`src/rtl/fixed_mac_accum.sv`:
```
// fixed_mac_accum
//   Streaming accumulator that sits after a 32-bit signed Q16.16 multiplier.
//   Products are summed per packet in a wide signed accumulator. A packet closes
//   on prod_last_in or after MAX_TERMS products. One saturated Q16.16 result per
//   packet is then offered over a valid/ready handshake.
//
// Parameters
//   ACC_WIDTH  accumulator width (signed, Q(ACC_WIDTH-16).16), must be >= 33
//   MAX_TERMS  maximum products per packet (forced close at this count)
//   CW         width of terms_out, derived from MAX_TERMS
//
// Ports
//   clk_in          system clock
//   rst_in          synchronous reset, active high
//   prod_in         signed Q16.16 product
//   prod_valid_in   prod_in valid
//   prod_last_in    prod_in is the final term of the packet
//   prod_ready_out  product can be accepted this cycle (combinational)
//   sum_out         saturated signed Q16.16 packet sum
//   sum_valid_out   sum_out / sat_out / terms_out valid
//   sum_ready_in    consumer accepts the result
//   sat_out         result clipped to 32 bits or accumulator clamped in packet
//   terms_out       number of products in the packet
module fixed_mac_accum #(
  parameter int ACC_WIDTH = 40,
  parameter int MAX_TERMS = 256,
  parameter int CW        = $clog2(MAX_TERMS + 1)
) (
  input  logic          clk_in,
  input  logic          rst_in,
  input  logic [31:0]   prod_in,
  input  logic          prod_valid_in,
  input  logic          prod_last_in,
  output logic          prod_ready_out,
  output logic [31:0]   sum_out,
  output logic          sum_valid_out,
  input  logic          sum_ready_in,
  output logic          sat_out,
  output logic [CW-1:0] terms_out
);

  typedef enum logic [1:0] {IDLE, ACCUM, DONE} state_t;

  state_t                      state;
  logic signed [ACC_WIDTH-1:0] acc;
  logic [CW-1:0]               count;
  logic                        sticky;

  logic signed [ACC_WIDTH-1:0] prod_ext;
  logic signed [ACC_WIDTH:0]   sum_wide;
  logic signed [ACC_WIDTH-1:0] acc_nxt;
  logic [CW-1:0]               count_nxt;
  logic                        sticky_nxt;
  logic                        beat;
  logic                        close;

  // The one-bit-wider sum overflows the accumulator range exactly when its
  // top two bits disagree.
  function automatic logic acc_overflow(input logic signed [ACC_WIDTH:0] s);
    return s[ACC_WIDTH] ^ s[ACC_WIDTH-1];
  endfunction

  function automatic logic signed [ACC_WIDTH-1:0] clamp_acc(input logic signed [ACC_WIDTH:0] s);
    if (s[ACC_WIDTH] ^ s[ACC_WIDTH-1]) begin
      if (s[ACC_WIDTH])
        return {1'b1, {(ACC_WIDTH-1){1'b0}}};
      else
        return {1'b0, {(ACC_WIDTH-1){1'b1}}};
    end
    return s[ACC_WIDTH-1:0];
  endfunction

  // Value fits Q16.16 when every bit from 31 upward equals the sign.
  function automatic logic fits_q16(input logic signed [ACC_WIDTH-1:0] v);
    logic [ACC_WIDTH-32:0] hi;
    hi = v[ACC_WIDTH-1:31];
    return (&hi) | (~|hi);
  endfunction

  function automatic logic [31:0] sat_q16(input logic signed [ACC_WIDTH-1:0] v);
    if (fits_q16(v))
      return v[31:0];
    else if (v[ACC_WIDTH-1])
      return 32'h8000_0000;
    else
      return 32'h7FFF_FFFF;
  endfunction

  assign prod_ready_out = (state != DONE) && !rst_in;

  always_comb begin
    beat     = prod_valid_in && prod_ready_out;
    prod_ext = {{(ACC_WIDTH-32){prod_in[31]}}, prod_in};
    sum_wide = {acc[ACC_WIDTH-1], acc} + {prod_ext[ACC_WIDTH-1], prod_ext};
    if (state == IDLE) begin
      // First term of a packet: nothing to add to, so no clamp possible.
      acc_nxt    = prod_ext;
      count_nxt  = CW'(1);
      sticky_nxt = 1'b0;
    end else begin
      acc_nxt    = clamp_acc(sum_wide);
      count_nxt  = count + CW'(1);
      sticky_nxt = sticky | acc_overflow(sum_wide);
    end
    close = prod_last_in || (count_nxt == CW'(MAX_TERMS));
  end

  // Accumulate stage: packet state and registered result
  always_ff @(posedge clk_in) begin
    if (rst_in) begin
      state         <= IDLE;
      acc           <= '0;
      count         <= '0;
      sticky        <= 1'b0;
      sum_out       <= '0;
      sum_valid_out <= 1'b0;
      sat_out       <= 1'b0;
      terms_out     <= '0;
    end else begin
      case (state)
        IDLE, ACCUM: begin
          if (beat) begin
            acc    <= acc_nxt;
            count  <= count_nxt;
            sticky <= sticky_nxt;
            if (close) begin
              state         <= DONE;
              sum_valid_out <= 1'b1;
              sum_out       <= sat_q16(acc_nxt);
              sat_out       <= sticky_nxt | !fits_q16(acc_nxt);
              terms_out     <= count_nxt;
            end else begin
              state <= ACCUM;
            end
          end
        end
        DONE: begin
          // No same-cycle accept: the product side reopens one cycle after
          // the result handshake.
          if (sum_ready_in) begin
            state         <= IDLE;
            sum_valid_out <= 1'b0;
            acc           <= '0;
            count         <= '0;
            sticky        <= 1'b0;
          end
        end
        default: state <= IDLE;
      endcase
    end
  end

endmodule

```
`config.mk`:
```
export PLATFORM = sky130hd
export DESIGN_NAME = fixed_mac_accum
export DESIGN_NICKNAME = d
export VERILOG_FILES = /design/src/rtl/fixed_mac_accum.sv
export SDC_FILE = /design/constraint.sdc
export NUM_CORES = 1
export LEC_CHECK = 0
export CAP_MARGIN = 20
export CORE_ASPECT_RATIO = 1.4
export CORE_MARGIN = 1
export CORE_UTILIZATION = 55
export CTS_BUF_LIST = sky130_fd_sc_hd__clkbuf_4 sky130_fd_sc_hd__clkbuf_8
export DETAILED_ROUTE_END_ITERATION = 8
export PLACE_DENSITY = 0.78
export SYNTH_ARGS = -nofsm -noshare
export SYNTH_HDL_FRONTEND = slang
export SYNTH_SLANG_ARGS = --single-unit
```
`constraint.sdc`:
```
create_clock -name clk_in -period 5.85 [get_ports clk_in]
set_clock_uncertainty 0.1 [all_clocks]
set_input_delay 1.755 -clock clk_in [delete_from_list [all_inputs] [get_ports clk_in]]
set_output_delay 1.755 -clock clk_in [all_outputs]
set_load 0.01 [all_outputs]
```
# Word level (Yosys, flattened, before mapping)
# Cells that the tools add are included.
[word_totals] regBits=95 latch_bits=0 ramBits=0 romBits=0 input_bits=37 out_inout_bits=44 word_cells=62 n_memories=0
[op_classes] add_sub_neg=2 n_mul=0 n_div=0 order_cmp=0 eq_ne=7 shift=0 muxes=26 bitwise=4 n_reduce_logical=15
[op_table] op="$mux W40" count=6
[op_table] op="$pmux W40 S2" count=1
[op_table] op="$mux W32" count=2
[op_table] op="$add A40 B32 Y41" count=1
[op_table] op="$mux W9" count=3
[op_table] op="$pmux W9 S2" count=1
[op_table] op="$add A9 B1 Y9 const B" count=1
[op_table] op="$eq A9 B9 Y1 const B" count=1
[op_table] op="$reduce_and A9 Y1" count=1
[op_table] op="$reduce_or A9 Y1" count=1
[op_table] op="$ne A2 B2 Y1 const B" count=4
[op_table] op="$mux W1" count=7
[op_table] op="$mux W2" count=3
[op_table] op="$reduce_and A3 Y1" count=2
[op_table] op="$pmux W1 S2" count=2
[op_table] op="$pmux W2 S2" count=1
[op_table] op="$reduce_and A4 Y1" count=1
[op_table] op="$logic_not A1 Y1" count=3
[op_table] op="$or A1 B1 Y1" count=3
[op_table] op="$eq A2 B1 Y1 const B" count=1
[op_table] op="$eq A2 B2 Y1 const B" count=1
[op_table] op="$logic_and A1 B1 Y1" count=2
[op_table] op="$logic_not A2 Y1" count=1
[op_table] op="$reduce_and A2 Y1" count=1
[op_table] op="other kinds (4)" count=4

# Depth between registers and ports, before layout
[logic_depth] ltp_word=11 mapped_depth=14 depth_no_buf=12

# Worst setup path after synthesis
# Ideal clock, no wire load.
[synth_path] path_type="input port to flip-flop" start="input port prod_in[0]" end="register sum_out[11]" setup_ns=0.095 t_arrival_ns=4.716 required_ns=5.655 slack_ns=0.938 cell_stages=14 n_path_buf=2 path_cell_list="ha_1 fa_1 a211oi_2 o211ai_2 a21oi_2 o21ai_2 and4_4 a2111oi_4 a21oi_1 o2111a_1 or4_1 buf_2 buf_6 o311ai_1"
[synth_between] elab_chain_cells=10 elab_cells_between_ends=14 classes_between="add/sub (1); mux (8); bitwise (2); reduce/logical (3)"
[synth_rtl] element="start: declaration" line_no="31" source="input logic [31:0] prod_in,"
[synth_rtl] element="$add A40 B32 Y41 *" line_no="94" source="sum_wide = {acc[ACC_WIDTH-1], acc} + {prod_ext[ACC_WIDTH-1], prod_ext};"
[synth_rtl] element="$xor A1 B1 Y1" line_no="64" source="if (s[ACC_WIDTH] ^ s[ACC_WIDTH-1]) begin"
[synth_rtl] element="$mux W1" line_no="64"
[synth_rtl] element="$mux W1" line_no="95" source="if (state == IDLE) begin"
[synth_rtl] element="$mux W40 *" line_no="70" source="return s[ACC_WIDTH-1:0];"
[synth_rtl] element="$mux W40 *" line_no="95"
[synth_rtl] element="$reduce_or A9 Y1" line_no="77" source="return (&hi) | (~|hi);"
[synth_rtl] element="$logic_not A1 Y1" line_no="77"
[synth_rtl] element="$or A1 B1 Y1" line_no="77"
[synth_rtl] element="$mux W32 *" line_no="81" source="if (fits_q16(v))"
[synth_rtl] element="end signal: assignment" line_no="129" source="sum_out <= sat_q16(acc_nxt);"
[synth_rtl] element="end: declaration" line_no="35" source="output logic [31:0] sum_out,"
# Every way passes the cells marked *; elsewhere a longest branch is shown, timed or not. The select of a mux whose other input is x is not followed.
# A chain may end at the register's enable or synchronous reset.

# Final worst setup path
[layout_path] start="input port prod_in[0]" end="register sum_out[5]"
# The elaborated chain is that of the path after synthesis.

==> results.tsv <==
metric	value	unit
start_util	0.568	
synth-edff-count	0	
power.density	222	nW/um^2
violations	DRC	
crit_family	compound AO/OA/AOI/OAI gates	
grt_pass1_wl	35100	um
drive_gt1_frac	0.107	
hold_violations	0	
avgSynthCellArea	7.47	sq um
clockBufferDepth	2	
crit_required	6.04	ns
timing.rr.start	acc[19]	
grt_antenna_before_repair	0	
io_pins	81	
crit_buf_inv	2	
cts_resized	0	
syn_area	7070	sq um
slowest_delay	0.64	ns
max_slew.worst_pin.slew	0.789	ns
cts_hold_buffers	0	
cts.sinks	95	
startpoint_type	input port	
wl_per_cell	19.2	um
synth.distinct_cells	75	
insertion_delay	0.39	ns
tns	0	ns
clock.fmax	183	MHz
setup_viol	0	
synth_area_leaders	dfxtp_1 27%, nand2_1 7.6%, a21oi_1 7.3%	
synth_warnings	0	
die_area	13300	sq um
cp_max_fo	26	
cts_setup_buffers	0	
outcome	finished, violations left	
io_buffers	80	
final_cells	1166	
die-height	136	um
place_ws	0.121	ns
clk_pin_slew	0.11	ns
power_frac_comb	0.352	
synth.top_cell.area_share	0.269	
yosys_register_bits	95	
hold_class	reg -> reg	
core_area	12400	sq um
gp_congestion	0.992	
power.internal	1.16	mW
critPathLaunch	prod_in[0]	
switching_share	0.373	
die_x	97.8	um
firstDrtPassIters	7	
cap_violations	0	
multi_input_area	4800	sq um
ys.flop_type	dfxtp_1	
nNetsFinal	1090	
htreeDepth	3	
drc	4	
synth_top_cell_by_area	dfxtp_1	
fin_crit_sh	0.934	
min_from	terms_out[1]	
yosysSeqAreaShare	0.269	
drt_iter0_drc	578	
rsz0062_at_grt	no	
drv_slew	0	
placed_cells	1150	
dp_hpwl	17000	um
fillCellCount	1102	
tritoncts.num_buffers	9	
worstPathArrival	5.65	ns
regArea	1900	sq um
netlist_instances	946	
netSwitchingPower	0.687	mW
path_class	in -> reg	
finalCriticalPeriod	5.46	ns
drt-total-wl	22400	um
slew_headroom	0.473	
ant_nets	0	
grt_pass1_vias	7026	
num_rows	48	
vias	7245	
n_antenna_cell	0	
cts_tree	done	
grt_use_total	0.338	
grt_max_degree	67	
synthArstFlopShare	0	
cp_cell_sequence	clkdlybuf4s50_1, ha_1, fa_1, a211oi_2, o21ai_1, nand4_1, o211ai_1, o21ai_0, xnor2_1, nor2_1, o2111a_1, or4_1, buf_12, o311ai_1	
gr-total-overflow	0	
ctsRootBufferMaster	clkbuf_8	
peakVddDrop	163	uV
power.leakage	3.29	nW
seq_power_share	0.387	
drt-vias-per-instance	6.21	
cp-end-kind	register	
cpMaxStageDelayCell	or4_1	
layout_setup_ws	0.386	ns
clockPowerShare	0.261	
synthToLayoutAreaGrowth	17.6	%
syn-num-nets	1025	
cell families (layout without fill, tap and decap cells):
group,Yosys count,after routing,share of synthesized area
AOI/OAI and AO/OA,329,329,0.316
adders and majority gates,49,49,0.0853
xor gates and xnor gates,36,36,0.0446
DFF,95,95,0.269
and+or+nand+nor,353,353,0.227
buffers and inverters,82,152,0.0545
muxes,2,2,0.00283
cell usage in the layout, fill, tap and decap left out, types with 3 or more instances in the layout:
cell type and n:
buf_4 42, or4_1 3, a41oi_1 3, and3_1 7, o211ai_1 7, o211ai_2 27
and2_1 4, ha_1 41, xnor2_1 21, o21a_1 5, o311ai_1 5, xor2_1 15
inv_1 11, nand2_1 144, nand4_1 17, a22oi_1 35, clkdlybuf4s50_1 79, or3_1 11
a31oi_1 8, o21bai_1 5, buf_12 3, a21oi_2 3, nor2_1 111, nor3_1 14
or2_1 3, a21boi_0 3, dfxtp_1 95, o21ai_0 70, a32oi_1 6, a21oi_1 102
nand3_1 19, clkbuf_8 9, o21ai_1 8, maj3_1 7, a211oi_1 6, o221ai_1 3
nor2_2 3, a21o_1 7
synthesized netlist by cell type, types with 14 or more instances:
cell type    n
o211ai_2    27
a22oi_1     35
nand4_1     17
nor3_1      14
nand2_1    144
nor2_1     113
xor2_1      15
nand3_1     19
o21ai_0     70
clkbuf_1    37
xnor2_1     21
buf_2       21
ha_1        41
dfxtp_1     95
a21oi_1    103
power groups by stage:
| stage | logic, mW | clock network [mW] | registers [mW] |
|---|---|---|---|
| finish | 0.649 | 0.481 | 0.712 |
| detailed placement | 0.636 | 0 | 0.727 |
| global route | 0.706 | 0.504 | 0.716 |
| floorplan | 0.410 | 0 | 0.727 |
| CTS | 0.640 | 0.479 | 0.712 |
| global placement | 0.635 | 0 | 0.726 |
registers in the layout, indices dropped and copies added (netlist names):
register and flops:
terms_out 9, sat_out 1, sticky 1, count 9, acc 40, sum_valid_out 1, sum_out 32, state 2
worst min-delay path: stages, from the launching register on:
cell and delay (ns):
dfxtp_1 0.33, nand2_1 0.05, a21oi_1 0.05
area by class of cell:
type                    count  share of cell area
inverters                  11             0.00497
flip-flops and latches     95               0.229
clock buffers              10              0.0158
repair buffers            125               0.141
well taps                 150              0.0226
clock inverters             6             0.00888
multi-input cells         769               0.578
metal layers:
metal / global-route usage / routed length, um / share of wire
met4: 0.202 / 1200 / 0.054
met1: 0.386 / 9100 / 0.41
met5: 0 / 0 / 0
met3: 0.0473 / 1120 / 0.050
met2: 0.600 / 10900 / 0.49
per-stage QoR:
stage | power, mW | area [sq um] | hold WS [ns] | utilization
2_1_floorplan | 1.14 | 7070 | 0.336 | -
3_3_place_gp | 1.36 | 8110 | 0.344 | 0.652
3_5_place_dp | 1.36 | 8110 | 0.348 | 0.652
4_1_cts | 1.83 | 8310 | 0.361 | 0.668
5_1_grt | 1.93 | 8310 | 0.380 | 0.668
6_report | 1.84 | 8310 | 0.360 | 0.668
path summary, 6_finish.rpt:
check / endpoint / depth (start not counted) / slack (ns)
min reg2reg: terms_out[1] / 2 / 0.36
max: sum_out[5] / 14 / 0.39
min: terms_out[1] / 2 / 0.36
max reg2reg: sum_out[5] / 12 / 1.88
Note: power is estimated with default switching activity, not from simulation.
